[src/rtl/ibex_pkg.sv]
// Shared types for the LSU response path: access-size encoding and the
// response tracker state encoding.
package ibex_pkg;

    typedef enum logic [1:0] {
        LSU_WORD = 2'b00,
        LSU_HALF = 2'b01,
        LSU_BYTE = 2'b10
    } lsu_type_e;

    typedef enum logic [1:0] {
        IDLE       = 2'b00,
        WAIT_FIRST = 2'b01,
        WAIT_LAST  = 2'b10
    } lsu_resp_state_e;

endpackage

[src/rtl/ibex_load_align.sv]
// Combinational load aligner: assembles the addressed word from the current
// beat (and the held first beat of a split access), then size-extends it.
module ibex_load_align
    import ibex_pkg::*;
(
    input  logic [31:0] hold_i,
    input  logic [31:0] rdata_i,
    input  logic [1:0]  offset_i,
    input  logic [1:0]  type_i,
    input  logic        sign_ext_i,
    input  logic        split_i,
    output logic [31:0] result_o
);

    logic [31:0] word_s;

    // Assemble the addressed word. A split half at offset 3 uses the same
    // byte splice as a split word; only its low 16 bits survive extension.
    always_comb begin
        word_s = rdata_i >> {offset_i, 3'b000};
        if (split_i) begin
            case (offset_i)
                2'd1:    word_s = {rdata_i[7:0],  hold_i[31:8]};
                2'd2:    word_s = {rdata_i[15:0], hold_i[31:16]};
                2'd3:    word_s = {rdata_i[23:0], hold_i[31:24]};
                default: word_s = rdata_i;
            endcase
        end else begin
            word_s = rdata_i >> {offset_i, 3'b000};
        end
    end

    // Size extension; the reserved encoding behaves as a word access.
    always_comb begin
        case (type_i)
            LSU_BYTE: result_o = {{24{sign_ext_i & word_s[7]}},  word_s[7:0]};
            LSU_HALF: result_o = {{16{sign_ext_i & word_s[15]}}, word_s[15:0]};
            default:  result_o = word_s;
        endcase
    end

endmodule

[src/rtl/ibex_load_resp_unit_chk.sv]
// Protocol checker for ibex_load_resp_unit: data width legality, requests
// while not ready, and response beats with no operation outstanding.
module ibex_load_resp_unit_chk #(
    parameter int unsigned DATA_WIDTH = 32
) (
    input logic clk_i,
    input logic rst_ni,
    input logic req_valid_i,
    input logic ready_i,
    input logic data_rvalid_i,
    input logic idle_i
);

    if (DATA_WIDTH != 32) begin : g_bad_width
        $error("ibex_load_resp_unit supports only DATA_WIDTH of 32");
    end

    a_req_when_ready: assert property (@(posedge clk_i) disable iff (!rst_ni)
        !(req_valid_i && !ready_i))
        else $error("request issued while unit not ready; dropped");

    // Stale beats after a reset are tolerated, so this is advisory only.
    a_rvalid_in_idle: assert property (@(posedge clk_i) disable iff (!rst_ni)
        !(data_rvalid_i && idle_i))
        else $warning("response beat with no op outstanding; ignored");

endmodule

[src/rtl/ibex_load_resp_unit.sv]
// LSU response tracker: follows the single outstanding (possibly split) op,
// aligns/extends load data and aggregates bus errors for writeback.
// Optional macro IBEX_LOAD_RESP_ERR_ADDR_EN adds the registered err_addr_o.
module ibex_load_resp_unit
    import ibex_pkg::*;
#(
    parameter bit          RVF_EN     = 1'b1,
    parameter int unsigned DATA_WIDTH = 32
) (
    input  logic                  clk_i,
    input  logic                  rst_ni,
    input  logic                  req_valid_i,
    input  logic                  req_we_i,
    input  logic [1:0]            req_type_i,
    input  logic                  req_sign_ext_i,
    input  logic [1:0]            req_offset_i,
    input  logic                  req_split_i,
    input  logic                  req_fp_i,
    input  logic [31:0]           req_addr_i,
    output logic                  ready_o,
    output logic                  busy_o,
    input  logic                  data_rvalid_i,
    input  logic [DATA_WIDTH-1:0] data_rdata_i,
    input  logic                  data_err_i,
    output logic [DATA_WIDTH-1:0] rf_wdata_lsu_o,
    output logic                  rf_we_lsu_o,
    output logic                  fp_load_o,
    output logic                  lsu_resp_valid_o,
    output logic                  lsu_resp_err_o,
    output logic                  load_err_o,
    output logic                  store_err_o
`ifdef IBEX_LOAD_RESP_ERR_ADDR_EN
    ,
    output logic [31:0]           err_addr_o
`endif
);

    lsu_resp_state_e state_q, state_d;
    logic        we_q, we_d;
    logic [1:0]  type_q, type_d;
    logic        sign_ext_q, sign_ext_d;
    logic [1:0]  offset_q, offset_d;
    logic        split_q, split_d;
    logic        fp_q, fp_d;
    logic [31:0] addr_q, addr_d;
    logic        err_q, err_d;
    logic [31:0] hold_q, hold_d;
    logic [31:0] align_s;
    logic        final_s;
    logic        accept_s;

    ibex_load_align u_align (
        .hold_i     (hold_q),
        .rdata_i    (data_rdata_i),
        .offset_i   (offset_q),
        .type_i     (type_q),
        .sign_ext_i (sign_ext_q),
        .split_i    (split_q),
        .result_o   (align_s)
    );

    // Next-state, capture and zero-latency response generation.
    always_comb begin
        state_d          = state_q;
        we_d             = we_q;
        type_d           = type_q;
        sign_ext_d       = sign_ext_q;
        offset_d         = offset_q;
        split_d          = split_q;
        fp_d             = fp_q;
        addr_d           = addr_q;
        err_d            = err_q;
        hold_d           = hold_q;
        lsu_resp_valid_o = 1'b0;
        lsu_resp_err_o   = 1'b0;
        rf_we_lsu_o      = 1'b0;
        load_err_o       = 1'b0;
        store_err_o      = 1'b0;

        final_s  = (state_q == WAIT_LAST) & data_rvalid_i;
        ready_o  = (state_q == IDLE) | final_s;
        busy_o   = (state_q != IDLE);
        accept_s = req_valid_i & ready_o;

        case (state_q)
            IDLE: begin
                state_d = IDLE;
            end
            WAIT_FIRST: begin
                if (data_rvalid_i) begin
                    hold_d  = data_rdata_i;
                    err_d   = err_q | data_err_i;
                    state_d = WAIT_LAST;
                end else begin
                    state_d = WAIT_FIRST;
                end
            end
            WAIT_LAST: begin
                if (data_rvalid_i) begin
                    lsu_resp_valid_o = 1'b1;
                    lsu_resp_err_o   = err_q | data_err_i;
                    rf_we_lsu_o      = ~we_q & ~lsu_resp_err_o;
                    load_err_o       = ~we_q & lsu_resp_err_o;
                    store_err_o      = we_q & lsu_resp_err_o;
                    state_d          = IDLE;
                end else begin
                    state_d = WAIT_LAST;
                end
            end
            default: begin
                state_d = IDLE;
            end
        endcase

        // A new op may be taken on the final beat of the previous one.
        if (accept_s) begin
            we_d       = req_we_i;
            type_d     = req_type_i;
            sign_ext_d = req_sign_ext_i;
            offset_d   = req_offset_i;
            split_d    = req_split_i;
            fp_d       = req_fp_i & RVF_EN;
            addr_d     = req_addr_i;
            err_d      = 1'b0;
            state_d    = req_split_i ? WAIT_FIRST : WAIT_LAST;
        end else begin
            err_d = err_d;
        end

        rf_wdata_lsu_o = rf_we_lsu_o ? align_s : 32'd0;
        fp_load_o      = lsu_resp_valid_o & fp_q & ~we_q & RVF_EN;
    end

    // State and captured op fields.
    always_ff @(posedge clk_i or negedge rst_ni) begin
        if (!rst_ni) begin
            state_q    <= IDLE;
            we_q       <= 1'b0;
            type_q     <= 2'b00;
            sign_ext_q <= 1'b0;
            offset_q   <= 2'b00;
            split_q    <= 1'b0;
            fp_q       <= 1'b0;
            addr_q     <= 32'd0;
            err_q      <= 1'b0;
            hold_q     <= 32'd0;
        end else begin
            state_q    <= state_d;
            we_q       <= we_d;
            type_q     <= type_d;
            sign_ext_q <= sign_ext_d;
            offset_q   <= offset_d;
            split_q    <= split_d;
            fp_q       <= fp_d;
            addr_q     <= addr_d;
            err_q      <= err_d;
            hold_q     <= hold_d;
        end
    end

`ifdef IBEX_LOAD_RESP_ERR_ADDR_EN
    logic [31:0] err_addr_q, err_addr_d;

    // An error first seen on the second split beat belongs to the next word.
    always_comb begin
        if (final_s && lsu_resp_err_o) begin
            if (err_q || !split_q) begin
                err_addr_d = addr_q;
            end else begin
                err_addr_d = {addr_q[31:2] + 30'd1, 2'b00};
            end
        end else begin
            err_addr_d = err_addr_q;
        end
    end

    // Error address holding register.
    always_ff @(posedge clk_i or negedge rst_ni) begin
        if (!rst_ni) begin
            err_addr_q <= 32'd0;
        end else begin
            err_addr_q <= err_addr_d;
        end
    end

    assign err_addr_o = err_addr_q;
`else
    logic unused_addr_s;
    assign unused_addr_s = ^addr_q;
`endif

    ibex_load_resp_unit_chk #(
        .DATA_WIDTH (DATA_WIDTH)
    ) u_chk (
        .clk_i         (clk_i),
        .rst_ni        (rst_ni),
        .req_valid_i   (req_valid_i),
        .ready_i       (ready_o),
        .data_rvalid_i (data_rvalid_i),
        .idle_i        (state_q == IDLE)
    );

endmodule

[config.mk]
export PLATFORM = sky130hd
export DESIGN_NAME = ibex_load_resp_unit
export DESIGN_NICKNAME = d
export VERILOG_FILES = /design/src/rtl/ibex_pkg.sv /design/src/rtl/ibex_load_align.sv /design/src/rtl/ibex_load_resp_unit_chk.sv /design/src/rtl/ibex_load_resp_unit.sv
export SDC_FILE = /design/constraint.sdc
export NUM_CORES = 1
export LEC_CHECK = 0
export BUFFER_PORTS_ARGS = -buffer_cell sky130_fd_sc_hd__buf_2
export CAP_MARGIN = 15
export CORE_UTILIZATION = 47
export DETAILED_ROUTE_END_ITERATION = 10
export GPL_ROUTABILITY_DRIVEN = 0
export PLACE_DENSITY = 0.79
export SYNTH_ARGS = -nofsm -noshare
export SYNTH_HDL_FRONTEND = slang
export SYNTH_SLANG_ARGS = --single-unit
[constraint.sdc]
create_clock -name clk_i -period 2.1 [get_ports clk_i]
set_clock_uncertainty 0.2 [all_clocks]
set_input_delay 0.42 -clock clk_i [delete_from_list [all_inputs] [get_ports clk_i]]
set_output_delay 0.42 -clock clk_i [all_outputs]
set_load 0.02 [all_outputs]
# ---- Word-level counts from Yosys, hierarchy flattened
# Index checks and enable logic that the tools add are counted.
dict set report op_classes {
  n_reduce_logical 6
  eq_ne 7
  mux 22
  shifts 1
  n_bitwise 13
}
# cell n
set ops {}
lappend ops {{one-hot mux 32 bit (3 select lines)} 1}
lappend ops {{two-way mux 32 bit} 2}
lappend ops {{one-hot mux 32 bit (2 select lines)} 1}
lappend ops {{>> shifter 32 x 5 -> 32 bit} 1}
lappend ops {{two-way mux 1 bit} 13}
lappend ops {{bitwise AND 1 bit} 9}
lappend ops {{equality test 2 bit (second input constant)} 4}
lappend ops {{two-way mux 2 bit} 4}
lappend ops {{equality test 2 x 1 -> 1 bit (second input constant)} 3}
lappend ops {{nonzero test 2 bit} 3}
lappend ops {{one-hot mux 2 bit (2 select lines)} 1}
lappend ops {{AND reduction 2 bit} 2}
lappend ops {{zero test 2 bit} 1}
lappend ops {{NOT 1 bit} 2}
lappend ops {{bitwise OR 1 bit} 2}
dict set report totals {
  in_bits 77
  reg_bits 43
  output_inout_bits 40
  word_cells 58
}

# ---- Longest topological paths before layout
dict set report depth {
  ltp_word 6
  mapped_depth 7
  depth_no_buf 6
}

# ---- By module
# A second synthesis with hierarchy kept.
dict set report unflattened {
  cells_unflattened 398
  area_unflattened_um2 3841.2
}
# module cells_per_inst seq_area_each_um2 area_each_um2 instances
set modules_own_cells {}
lappend modules_own_cells {ibex_load_resp_unit 143 1076.0 1941.9 1}
lappend modules_own_cells {ibex_load_align 255 0.0 1899.3 1}

# ---- Worst setup path after synthesis
# No wires, ideal clock.
dict set report synth_path {
  path_type {reg2out}
  from {register offset_q[1]}
  to {output port rf_wdata_lsu_o[19]}
  required_ns 1.480
  path_stages_with_launch 7
  arrival_time_ns 1.823
  n_path_buf 3
  setup_slack_ns -0.343
  path_cell_list {dfrtp_1 buf_6 buf_6 a31oi_4 nand4_4 buf_6 a311oi_1}
}
dict set report synth_between {
  elab_chain_len 6
  elab_cells_between_ends 10
  classes_between {3 x eq/ne; 1 x shift; 4 x mux; 2 x bitwise}
}
# element line
set synth_rtl {}
lappend synth_rtl {{from (decl)} ibex_load_resp_unit.sv:42} ;# logic [1:0] offset_q, offset_d;
lappend synth_rtl {{from (signal assigned)} ibex_load_resp_unit.sv:152} ;# offset_q <= offset_d;
lappend synth_rtl {{branches (longest 2 deep; another with >> shifter 32 x 5 -> 32 bit)} --}
lappend synth_rtl {{two-way mux 32 bit *} ibex_load_align.sv:21} ;# if (split_i) begin
lappend synth_rtl {{bitwise AND 1 bit, on equally long branches} {ibex_load_align.sv:37, ibex_load_align.sv:36}}
lappend synth_rtl {{one-hot mux 32 bit (2 select lines) *} ibex_load_align.sv:35} ;# case (type_i)
lappend synth_rtl {{two-way mux 32 bit *} ibex_load_resp_unit.sv:130} ;# rf_wdata_lsu_o = rf_we_lsu_o ? align_s : 32'd0;
lappend synth_rtl {{to (decl)} ibex_load_resp_unit.sv:25} ;# output logic [DATA_WIDTH-1:0] rf_wdata_lsu_o,
# Every way passes the cells marked *.

# ---- Worst setup path in the final report
dict set report layout_path {
  from {register offset_q[1]}
  to {output port rf_wdata_lsu_o[30]}
}
# Same word-level chain as after synthesis.

==> reports/summary.txt <==
first-pass GRT wire length: 18500 um
worst-path cell chain: buf_6, nor2b_4, a22oi_2, nand4_4, buf_12, a311oi_4, buf_6
die area: 0.00764 sq mm
vias in the first global route: 3622
Synthesized Nets: 420
clock buffer depth: 2
start-to-end type of the worst setup path: reg2out
Total Power: 10.3 mW
Initial Util: 49.7%
status: complete, but fails checks
worst hold slack: 0.136 ns
initial antenna violation count: 0
fill cell count: 338
most frequent cells in the layout: buf_4 (87), buf_2 (49), buf_6 (42)
Ports: 117
VDD IR max: 0.000856 V
multi-input logic area: 0.00299 sq mm
drt via density: 6.76
RSZ-0062 raised after global routing: true
Max-cap violations: 0
Final Max Slew Viols: 0
Pwr Density: 1750 mW/mm^2
ys flop type: dfrtp_1
share of cells above drive strength 1: 65.9%
met3 Usage GRT: 4.17%
Critical Path Start Type: flip-flop
Static Leakage: 2.49 nW
EDFF count, synth: 0
clock sink count: 35
WL final: 15600 um
Max Clk Rate: 0.341 GHz
most common cell after layout, fill and taps aside: buf_4
total gr overflow: 0
final net count: 588
Clock Latency Late Sink: 0.30 ns
flops & latches, synth: 35
cts bufs inserted: 5
worst slew pin tran: 0.636 ns
Core Box Area: 0.00691 sq mm
CP max FO: 9
Area growth syn-to-layout: 72.4%
post-route ant nets: 0
Top cell by count, worst path: buf_6
Die Y: 87.4 um
signal arrival time at the worst endpoint: 2.31 ns
clock-pin slew on the worst setup and hold paths: 0.08 ns
dpl hpwl: 8460 um
vias post-DR: 4095
IO buf count: 84
setup slack, reg-to-reg: 0.05 ns
CTS Root Cell: clkbuf_8
CP Buf/Inv Count: 3
DRT Pass-1 Iters: 5
Req. time, crit path: 1.48 ns
diode count: 0
Residual DRC: 0
Synth warnings: 0
cell row count: 30
met2 GRT Util: 56.7%
sequential share of the synthesized area: 25.5%
Syn Inst Count: 341
failing checks: negative setup slack
post-route worst setup slack: -0.834 ns
Hold Path Class: in2reg
GRT Max-Usage Layer: met2
Max-slew headroom: 57.6%
syn_area_per_cell: 10.1 sq um
Die W: 87.4 um
register area: 882 sq um
final setup vio count: 35
Max stage delay on crit path: 0.52 ns
met1 Use GR: 39.4%
period utilization: 140%
Worst Setup End Kind: output port
H-tree depth: 2
post-layout min period: 2.93 ns
largest net degree at the start of global routing: 33
cell area after synthesis: 0.00343 sq mm
CTS tree: built
Distinct cells, synth: 39
Synth async-reset ratio: 100%
Crit path max-delay family: compound AO/OA/AOI/OAI gates
endpoints failing hold: 0
All-Layer GR Usage: 31.8%
wire per inst: 25.7 um
Iter 0 DRT Violations: 448
slowest stage cell, crit path: dfrtp_4
kinds of logic after synthesis:
family                     count (synthesis)  synth area share (%)
AOI/OAI and AO/OA                         98                  23.9
adders and majority gates                  2                 0.730
buffers and inverters                     45                  7.52
DFF                                       35                  25.5
muxes                                     81                  30.2
and+or+nand+nor                           80                  12.1
repair_timing:
action                     4_1_cts  5_1_grt
hold endpoints to repair        25        0
gates cloned                     0        5
pin swaps                        2        7
buffers inserted                 3        8
gates resized for setup         85       33
setup endpoints to repair       33       34
hold buffers                     1        0
per-layer routing:
layer / part of all wire (%) / wire length (um) / vias to the layer above
met3: 9.2 / 1440 / 99
met4: 6.0 / 927 / 0
met5: 0 / 0 / -
met2: 49 / 7650 / 332
met1: 36 / 5560 / 1990
li1: - / - / 1674
cell usage after synthesis (3+ instances only):
master	instances	area, sq um
nor2b_1	3	18.8
o32ai_1	8	70.1
nor2_1	18	67.6
buf_6	9	101
buf_2	11	55.1
clkbuf_1	14	52.6
mux4_2	15	338
mux2_2	31	349
nor3_1	9	45.0
a211oi_1	22	165
a311oi_1	6	52.6
nor3b_1	3	22.5
dfrtp_1	35	876
nand3b_1	9	67.6
nand2b_1	8	50.1
a21oi_1	26	130
a311oi_2	10	150
mux2i_1	35	350
a221oi_1	8	70.1
nand2_1	24	90.1
inv_1	8	30.0
o31ai_1	8	60.1
layout make-up:
cell class | count | area share, %
inverter | 9 | 0.677
timing repair buffer | 197 | 29.8
clock buffer | 6 | 1.40
tap | 96 | 2.03
sequential | 35 | 14.9
clock inverter | 2 | 0.593
multi-input combinational | 261 | 50.6
power by group:
part / switching [mW] / internal [mW] / total, mW
registers: 0.310 / 1.03 / 1.34
logic: 4.53 / 3.79 / 8.32
clock network: 0.277 / 0.384 / 0.662
worst reg2reg max path: stages (launching register included):
cell and delay (ns):
dfrtp_1 0.37, buf_4 0.13, buf_4 0.14, or2_2 0.31, nand2_1 0.11, nand2_1 0.30
mux2_2 0.40
registers in the layout, summed over array words and instances (netlist names):
register	cells
state_q	2
we_q	1
fp_q	1
err_q	1
hold_q	24
type_q	2
offset_q	2
sign_ext_q	1
split_q	1
final timing paths:
path,cells past startpoint,endpoint,from
max reg2reg,6,sign_ext_q,state_q[0]
max in group asynchronous,3,hold_q[31],rst_ni
max,7,rf_wdata_lsu_o[30],offset_q[1]
min in group asynchronous,2,hold_q[21],rst_ni
min reg2reg,1,hold_q[12],hold_q[12]
min,2,offset_q[1],req_offset_i[1]
through the flow:
stage          utilization (%)  worst slack, ns  TNS, ns  instance area (sq um)  cells
6_report                  85.6           -0.834   -23.24                   5910    606
3_3_place_gp              74.8           -0.373    -8.96                   5170    581
2_1_floorplan                -           -0.225    -3.95                   4060    341
5_1_grt                   85.6           -0.867   -24.48                   5910    606
4_1_cts                   81.4           -0.672   -18.66                   5620    593
3_5_place_dp              74.8           -0.425   -10.63                   5170    581
No activity file was read; power rests on OpenSTA's default activity.
